$ cat config.mk
export PLATFORM = sky130hd
export DESIGN_NAME = updown_game_ctrl
export DESIGN_NICKNAME = d
export VERILOG_FILES = /design/src/rtl/updown_pkg.sv /design/src/rtl/updown_lfsr7.sv /design/src/rtl/updown_game_ctrl.sv
export SDC_FILE = /design/constraint.sdc
export NUM_CORES = 1
export LEC_CHECK = 0
export ABC_AREA = 1
export CAP_MARGIN = 20
export CORE_AREA = 2 2 70 52
export CTS_CLUSTER_DIAMETER = 50
export DETAILED_ROUTE_END_ITERATION = 7
export DIE_AREA = 0 0 72 54
export GPL_TIMING_DRIVEN = 1
export PLACE_DENSITY = 0.77
export SLEW_MARGIN = 10
export SYNTH_ARGS = -nofsm -noshare
export SYNTH_HDL_FRONTEND = slang
export SYNTH_SLANG_ARGS = --single-unit
$ cat constraint.sdc
create_clock -name clk -period 1.8 [get_ports clk]
set_clock_uncertainty 0.1 [all_clocks]
set_input_delay 0.27 -clock clk [delete_from_list [all_inputs] [get_ports clk]]
set_output_delay 0.27 -clock clk [all_outputs]
set_load 0.05 [all_outputs]
$ cat src/rtl/updown_pkg.sv
// rtl/updown_pkg.sv - shared types and defaults for the up/down game round controller
package updown_pkg;

    typedef enum logic [1:0] {
        CMP_NONE    = 2'b00,
        CMP_UP      = 2'b01,
        CMP_DOWN    = 2'b10,
        CMP_CORRECT = 2'b11
    } cmp_t;

    typedef enum logic [2:0] {
        IDLE,
        ARM,
        WAIT_GUESS,
        ISSUE,
        EVAL,
        WIN,
        LOSE
    } state_t;

    localparam int          NUM_MAX_DEFAULT      = 99;
    localparam int          MAX_ATTEMPTS_DEFAULT = 7;
    localparam logic [6:0]  LFSR_SEED_DEFAULT    = 7'h5A;

    function automatic logic value_legal(input logic [6:0] v, input logic [6:0] max_v);
        return (v != 7'd0) && (v <= max_v);
    endfunction

endpackage

$ cat src/rtl/updown_lfsr7.sv
// rtl/updown_lfsr7.sv - 7-bit Fibonacci LFSR, x^7+x^6+1, loads seed on reset
module updown_lfsr7 (
    input  logic       clk,
    input  logic       reset,
    input  logic       enable,
    input  logic [6:0] seed,
    output logic [6:0] value
);

    logic [6:0] q;

    // Maximal-length taps: a non-zero seed never reaches the all-zero lock-up state.
    always_ff @(posedge clk) begin
        if (reset) begin
            q <= seed;
        end else if (enable) begin
            q <= {q[5:0], q[6] ^ q[5]};
        end
    end

    assign value = q;

endmodule

$ cat src/rtl/updown_game_ctrl.sv
// rtl/updown_game_ctrl.sv - up/down game round controller; optional range tracking via UPDOWN_RANGE_TRACK_EN
module updown_game_ctrl
    import updown_pkg::*;
#(
    parameter int         NUM_MAX      = NUM_MAX_DEFAULT,
    parameter int         MAX_ATTEMPTS = MAX_ATTEMPTS_DEFAULT,
    parameter logic [6:0] LFSR_SEED    = LFSR_SEED_DEFAULT
) (
    input  logic       clk,
    input  logic       reset,
    input  logic       start,
    input  logic       guess_trigger,
    input  logic [6:0] user_number,
    input  logic [1:0] comparison_result,
    output logic [6:0] actual_number,
    output logic       dp_guess_trigger,
    output logic       dp_reset,
    output logic [1:0] hint,
    output logic [3:0] attempts,
    output logic       invalid_guess,
    output logic       busy,
    output logic       win,
    output logic       lose,
    output logic [6:0] range_lo,
    output logic [6:0] range_hi
);

    localparam logic [6:0] NMAX = 7'(NUM_MAX);
    localparam logic [3:0] MAXA = 4'(MAX_ATTEMPTS);

    state_t     state, state_next;
    logic [6:0] actual_q, actual_next;
    cmp_t       hint_q, hint_next;
    logic [3:0] att_q, att_next;
    logic       inv_q, inv_next;
    logic       arm_q, arm_next;
    logic [6:0] lfsr_val;
    cmp_t       cmp_in;

`ifdef UPDOWN_RANGE_TRACK_EN
    logic [6:0] guess_q, guess_next;
    logic [6:0] lo_q, lo_next;
    logic [6:0] hi_q, hi_next;
`endif

    updown_lfsr7 u_lfsr (
        .clk    (clk),
        .reset  (reset),
        .enable (1'b1),
        .seed   (LFSR_SEED),
        .value  (lfsr_val)
    );

    assign cmp_in = cmp_t'(comparison_result);

    always_comb begin
        state_next  = state;
        actual_next = actual_q;
        hint_next   = hint_q;
        att_next    = att_q;
        inv_next    = 1'b0;
        arm_next    = 1'b0;
`ifdef UPDOWN_RANGE_TRACK_EN
        guess_next  = guess_q;
        lo_next     = lo_q;
        hi_next     = hi_q;
`endif
        case (state)
            IDLE: if (start) state_next = ARM;
            ARM: begin
                if (value_legal(lfsr_val, NMAX)) begin
                    actual_next = lfsr_val;
                    state_next  = WAIT_GUESS;
                end
            end
            WAIT_GUESS: begin
                if (start) begin
                    state_next = ARM;
                end else if (guess_trigger) begin
                    if (value_legal(user_number, NMAX)) begin
`ifdef UPDOWN_RANGE_TRACK_EN
                        guess_next = user_number;
`endif
                        state_next = ISSUE;
                    end else begin
                        inv_next = 1'b1;
                    end
                end
            end
            ISSUE: state_next = start ? ARM : EVAL;
            EVAL: begin
                if (start) begin
                    state_next = ARM;
                end else if (cmp_in == CMP_NONE) begin
                    // Datapath gave no answer: abandon the round without charging an attempt.
                    state_next = IDLE;
                end else begin
                    hint_next = cmp_in;
                    att_next  = att_q + 4'd1;
                    if (cmp_in == CMP_CORRECT) begin
                        state_next = WIN;
                    end else begin
`ifdef UPDOWN_RANGE_TRACK_EN
                        if (guess_q >= lo_q && guess_q <= hi_q) begin
                            if (cmp_in == CMP_UP) lo_next = guess_q + 7'd1;
                            else                  hi_next = guess_q - 7'd1;
                        end
`endif
                        state_next = (att_q + 4'd1 == MAXA) ? LOSE : WAIT_GUESS;
                    end
                end
            end
            WIN, LOSE: if (start) state_next = ARM;
            default: state_next = IDLE;
        endcase

        // Entering ARM from anywhere starts a fresh round.
        if (state_next == ARM && state != ARM) begin
            arm_next  = 1'b1;
            att_next  = 4'd0;
            hint_next = CMP_NONE;
`ifdef UPDOWN_RANGE_TRACK_EN
            lo_next   = 7'd1;
            hi_next   = NMAX;
`endif
        end
    end

    always_ff @(posedge clk) begin
        if (reset) begin
            state    <= IDLE;
            actual_q <= 7'd0;
            hint_q   <= CMP_NONE;
            att_q    <= 4'd0;
            inv_q    <= 1'b0;
            arm_q    <= 1'b0;
`ifdef UPDOWN_RANGE_TRACK_EN
            guess_q  <= 7'd0;
            lo_q     <= 7'd1;
            hi_q     <= NMAX;
`endif
        end else begin
            state    <= state_next;
            actual_q <= actual_next;
            hint_q   <= hint_next;
            att_q    <= att_next;
            inv_q    <= inv_next;
            arm_q    <= arm_next;
`ifdef UPDOWN_RANGE_TRACK_EN
            guess_q  <= guess_next;
            lo_q     <= lo_next;
            hi_q     <= hi_next;
`endif
        end
    end

    assign actual_number    = actual_q;
    assign hint             = hint_q;
    assign attempts         = att_q;
    assign invalid_guess    = inv_q;
    assign dp_guess_trigger = (state == ISSUE);
    assign dp_reset         = reset | arm_q;
    assign busy             = (state == ARM) || (state == WAIT_GUESS) ||
                              (state == ISSUE) || (state == EVAL);
    assign win              = (state == WIN);
    assign lose             = (state == LOSE);
`ifdef UPDOWN_RANGE_TRACK_EN
    assign range_lo         = lo_q;
    assign range_hi         = hi_q;
`else
    assign range_lo         = 7'd1;
    assign range_hi         = NMAX;
`endif

endmodule

Word-level counts from Yosys, hierarchy flattened
Index checks and enable logic that the tools add are counted.
Widths: inputs -> output; s select.
{"block": "classes", "n_mul": 0, "eq_ne": 10, "addsub": 1, "magnitude_cmp": 2, "mux": 13, "shift": 0, "n_bitwise": 6, "reduce_logical": 15, "n_div": 0}
{"op": "$mux 3", "n": 10}
{"op": "$pmux 3 s5", "n": 1}
{"op": "$le 7x7->1 const B", "n": 2}
{"op": "$reduce_bool 7->1", "n": 2}
{"op": "$eq 3x3->1 const B", "n": 3}
{"op": "$eq 3x1->1 const B", "n": 2}
{"op": "$eq 3x2->1 const B", "n": 2}
{"op": "$add 4x1->4 const B", "n": 1}
{"op": "$eq 4x3->1 const B", "n": 1}
{"op": "$not 1->1", "n": 4}
{"op": "$reduce_or 4->1", "n": 1}
{"op": "$logic_and 1x1->1", "n": 3}
{"op": "$logic_not 3->1", "n": 1}
{"op": "$logic_or 1x1->1", "n": 3}
{"op": "$ne 3x1->1 const B", "n": 1}
{"op": "$reduce_and 3->1", "n": 1}
{"op": "$reduce_or 3->1", "n": 1}
{"op": "$eq 2x2->1 const B", "n": 1}
{"op": "$logic_not 2->1", "n": 1}
{"op": "$mux 1", "n": 2}
{"op": "$reduce_and 2->1", "n": 1}
{"op": "$reduce_or 2->1", "n": 1}
{"op": "$or 1x1->1", "n": 1}
{"op": "$xor 1x1->1", "n": 1}
{"block": "totals", "ramBits": 0, "out_inout_bits": 33, "n_memories": 0, "regBits": 25, "rom_bits": 0, "latchBits": 0, "inputBits": 13, "word_cells": 54}

Longest topological paths before layout
{"block": "logic_depth", "depth_word": 10, "ltp_mapped": 13, "ltp_nobuf": 13}

Cells and area by module
A second synthesis with hierarchy kept.
{"block": "hier_totals", "hier_cells": 214, "hier_area_um2": 1546.5}
{"mod": "updown_game_ctrl", "area_per_inst_um2": 1222.4, "instances": 1, "cells_per_inst": 180, "seq_area_each_um2": 360.3}
{"mod": "updown_lfsr7", "area_per_inst_um2": 324.1, "instances": 1, "cells_per_inst": 34, "seq_area_each_um2": 210.2}

Worst setup path after synthesis
No wires, ideal clock.
{"block": "synth_path", "path_type": "flip-flop to flip-flop", "start": "reg att_q[1], in the netlist attempts[1]", "end": "reg att_q[0], in the netlist attempts[0]", "arrival_ns": 1.653, "synth_period_minus_slack_ns": 1.869, "setup_time_ns": 0.116, "path_stages_with_launch": 13, "path_buffers": 0, "required_time_ns": 1.584, "path_slack_ns": -0.069, "cell_sequence": "dfxtp_1 -> ha_1 -> nand2_1 -> nand2_1 -> nor2_1 -> nand2_1 -> nand2_1 -> nand2_1 -> nand3_1 -> nor2_1 -> nand2_2 -> nand2_4 -> nor2_2"}
{"block": "synth_between", "elab_chain_len": 10}
{"element": "start: declaration", "line": "updown_game_ctrl.sv:34", "text": "logic [3:0] att_q, att_next;"}
{"element": "start signal: assignment", "line": "updown_game_ctrl.sv:146", "text": "att_q <= att_next;"}
{"element": "$add 4x1->4", "line": "updown_game_ctrl.sv:109", "text": "state_next = (att_q + 4'd1 == MAXA) ? LOSE : WAIT_GUESS;"}
{"element": "$eq 4x3->1", "line": "updown_game_ctrl.sv:109"}
{"element": "$mux 3", "line": "updown_game_ctrl.sv:109"}
{"element": "$mux 3", "line": "updown_game_ctrl.sv:100", "text": "if (cmp_in == CMP_CORRECT) begin"}
{"element": "$mux 3", "line": "updown_game_ctrl.sv:94", "text": "end else if (cmp_in == CMP_NONE) begin"}
{"element": "$mux 3", "line": "updown_game_ctrl.sv:92", "text": "if (start) begin"}
{"element": "$pmux 3 s5", "line": "updown_game_ctrl.sv:68", "text": "case (state)"}
{"element": "$eq 3x1->1", "line": "updown_game_ctrl.sv:118", "text": "if (state_next == ARM && state != ARM) begin"}
{"element": "$logic_and 1x1->1", "line": "updown_game_ctrl.sv:118"}
{"element": "$reduce_or 2->1 (no line)"}
Every way passes these cells.
A chain may end at the register's enable or synchronous reset.

Worst setup path in the final report
{"block": "layout_path", "start": "reg att_q[0], in the netlist attempts[0]", "end": "reg att_q[0], in the netlist attempts[0]"}
{"block": "layout_between", "elab_chain_len": 10}
{"element": "$add 4x1->4 *", "line": "updown_game_ctrl.sv:99, updown_game_ctrl.sv:109"}
{"element": "$eq 4x3->1", "line": "updown_game_ctrl.sv:109"}
{"element": "$mux 3", "line": "updown_game_ctrl.sv:109"}
{"element": "$mux 3", "line": "updown_game_ctrl.sv:100"}
{"element": "$mux 3", "line": "updown_game_ctrl.sv:94"}
{"element": "$mux 3", "line": "updown_game_ctrl.sv:92"}
{"element": "$pmux 3 s5", "line": "updown_game_ctrl.sv:68"}
{"element": "$eq 3x1->1", "line": "updown_game_ctrl.sv:118"}
{"element": "$logic_and 1x1->1", "line": "updown_game_ctrl.sv:118"}
{"element": "$reduce_or 2->1 (no line)"}
Every way passes the cells marked *; elsewhere a longest branch is shown, timed or not.

==> impl_metrics.yaml <==
synth:
  synth_edf_count: 0
  synth_warnings: 0
  synth.most_common_cell: "nand2_1"
  synthFlopType: "dfxtp_1"
  muxShareOfSynthArea_pct: 0
  synth_top_family_by_area: "simple AND/OR/NAND/NOR gates"
  synth-xor-area-share_pct: 0.6256
  yosys-top-cells-area: "dfxtp_1 36%, nand2_1 9.9%, buf_4 7.5%"
  synth_seq_area_share_pct: 35.75
  synth-seq-cells: 25
  synth_top_area_share_pct: 35.75
  synthAdderAreaFrac_pct: 5.362
  ys_types: 32
  syn_inst: 194
  synth_top_area_cell: "dfxtp_1"
  synth-compound-area-share_pct: 11.97
  synth_area_sq_um: 1400
  synth-simple-area-share_pct: 27.70
  async_flop_share_pct: 0
  synthTopCellsByCount: "37 x nand2_1, 28 x inv_1, 25 x dfxtp_1, 17 x nor2_1, 14 x buf_4"
  syn-mean-instance-area_sq_um: 7.217
clock_tree:
  cts_max_level: 1
  cts_buffers: 3
  clock_tree.buffer_depth: 2
  cts_sinks: 25
  cts_tree: "yes"
  clkTransAtPathRegs_ns: 0.09
  clkLatencyLatePin_ns: 0.26
  cts-root-buf: "clkbuf_8"
floorplan:
  start_util_pct: 42.29
  coreArea_sq_um: 3311
  ioPinCount: 46
  die_h_um: 54
  die_w_um: 72
  dieArea_sq_um: 3888
  rows: 18
setup_path:
  slowest_delay_ns: 0.36
  required_ns: 1.86
  crit_top_cell: "nand2_1"
  worst-path-max-fanout: 6
  worst_setup_path_start_kind: "flip-flop"
  cp_slowest_cell: "dfxtp_2"
  path_class: "flip-flop to flip-flop"
  cp.arrival_ns: 1.70
  cp_cell_sequence: "ha_1 -> inv_1 -> nand2_1 -> nand2_1 -> nor2_1 -> nand2_1 -> nand2_1 -> nand2_1 -> nand3_1 -> nor2_2 -> nand2_2 -> nand2_4 -> nor2_2"
  end_kind: "flip-flop"
placement:
  placed_cells: 268
  routabilityCongestion: 0.7195
  place_hpwl_um: 2045
  portBuffers: 31
timing:
  finalSetupViolCount: 0
  rsz0062_at_grt: "no"
  holdWs_ns: 0.3420
  slew_violations: 0
  hold_viol_final: 0
  fin_crit_ns: 1.635
  max_freq_ghz: 0.6116
  period_share_pct: 90.84
global_route:
  grt_max_degree: 16
  antenna_found_initial: 0
  grt_usage_pct: 13.97
  grt_pass1_wl_um: 4347
  grt_pass1_vias: 1028
  overflow: 0
finish:
  n_antenna_cell: 0
  fin_cells: 272
  post-route-util_pct: 54.80
  finalNetCount: 252
  area_growth_syn_to_layout_pct: 29.58
  drive_gt1_share_pct: 26.29
worst_hold_path:
  hp-class: "primary input to flip-flop"
route:
  viasPerCell: 4.408
  wl_per_cell_um: 9.559
  firstDrtPassIters: 4
  dr_total_vias: 1199
  drt_iter0_drc: 31
  drc: 0
  drt_wl_total_um: 2600
  ant_nets: 0
pwr:
  ir_worst_vdd_v: 0.0005403
  p_per_area_nw_per_um2: 819.6
  cellLeakagePower_nw: 0.8675
job:
  cap_viol_max_count: 0
run_status:
  status: "completed"
-- placed cells by master, fill, tap and decap left out, types with 2 or more instances in the layout --
master | netlist | final
nand2_1 | 37 | 37
inv_1 | 28 | 27
dfxtp_1 | 25 | 23
buf_4 | 14 | 22
nor2_1 | 17 | 16
conb_1 | 2 | 14
o21ai_0 | 10 | 10
clkdlybuf4s50_1 | 0 | 10
nand3_1 | 8 | 8
a21oi_1 | 8 | 8
nor2_2 | 7 | 8
inv_2 | 5 | 6
ha_1 | 6 | 6
buf_12 | 0 | 5
o21ai_2 | 3 | 3
a21oi_2 | 3 | 3
clkbuf_8 | 0 | 3
nand3_2 | 2 | 2
nand2_2 | 2 | 2
o21ai_1 | 2 | 2
dfxtp_2 | 0 | 2
dlymetal6s2s_1 | 0 | 2
-- final cells by class --
class                   count  area [sq um]
well taps                  40         50.05
repair buffers             39         390.4
clock buffers               3         41.29
multi-input cells         130         694.4
inverters                  34         127.6
flip-flops and latches     25         503.0
fillers                   316          1496
clock inverters             1         7.507
-- routing by layer --
metal | track usage, % | vias up | part of all wire [%]
met3 | 2.996 | 2 | 6.8
met1 | 20.54 | 516 | 53
met5 | 0 | - | 0
met4 | 1.887 | 0 | 0.85
met2 | 21.45 | 41 | 40
li1 | - | 640 | -
-- timing repair --
action	4_1_cts	5_1_grt
buffers inserted	0	0
gates resized for setup	0	4
setup endpoints to repair	0	6
hold buffers	0	0
-- stage by stage --
step                worst slack (ns)  power [W]  TNS (ns)  instance area, sq um
floorplan                     0.1219   0.001033         0                  1448
global placement             -0.2339   0.001159    -1.474                  1758
detailed placement           -0.2535   0.001164    -1.605                  1758
CTS                          0.02594   0.001495         0                  1807
global route                 0.03109   0.001574         0                  1814
finish                        0.1649   0.001487         0                  1814
-- final timing paths --
path	start	to	slack, ns	cells past startpoint
min reg2reg	u_lfsr.value[4]	u_lfsr.value[5]	0.38	2
min	comparison_result[0]	hint[0]	0.34	5
max	attempts[0]	attempts[0]	0.16	13
max reg2reg	attempts[0]	attempts[0]	0.16	13
-- worst max-delay path: cells and delay by family, from the launching register on --
| family | cells | cell delay [ns] |
|---|---|---|
| simple gates | 11 | 0.81 |
| flops | 1 | 0.36 |
| fa+ha+maj | 1 | 0.21 |
| buf+inv | 1 | 0.05 |
-- state kept, by name, summed over array words and instances, names as in the netlist --
name / flops
actual_number: 7
attempts: 4
u_lfsr.value: 7
arm_q: 1
invalid_guess: 1
hint: 2
state: 3
-- logic make-up after synthesis --
family,count (synthesis)
AOI/OAI and AO/OA,28
other,2
xor gates and xnor gates,1
buffers and inverters,51
adders and majority gates,6
and+or+nand+nor,81
DFF,25
-- report_power, final --
group | switching (W) | internal, W | total [W]
logic | 0.000349 | 0.000172 | 0.000521
clock network | 0.000173 | 0.000157 | 0.000330
registers | 0.0000358 | 0.000600 | 0.000636
total | 0.000558 | 0.000929 | 0.00149
(Power assumes the default switching activity.)
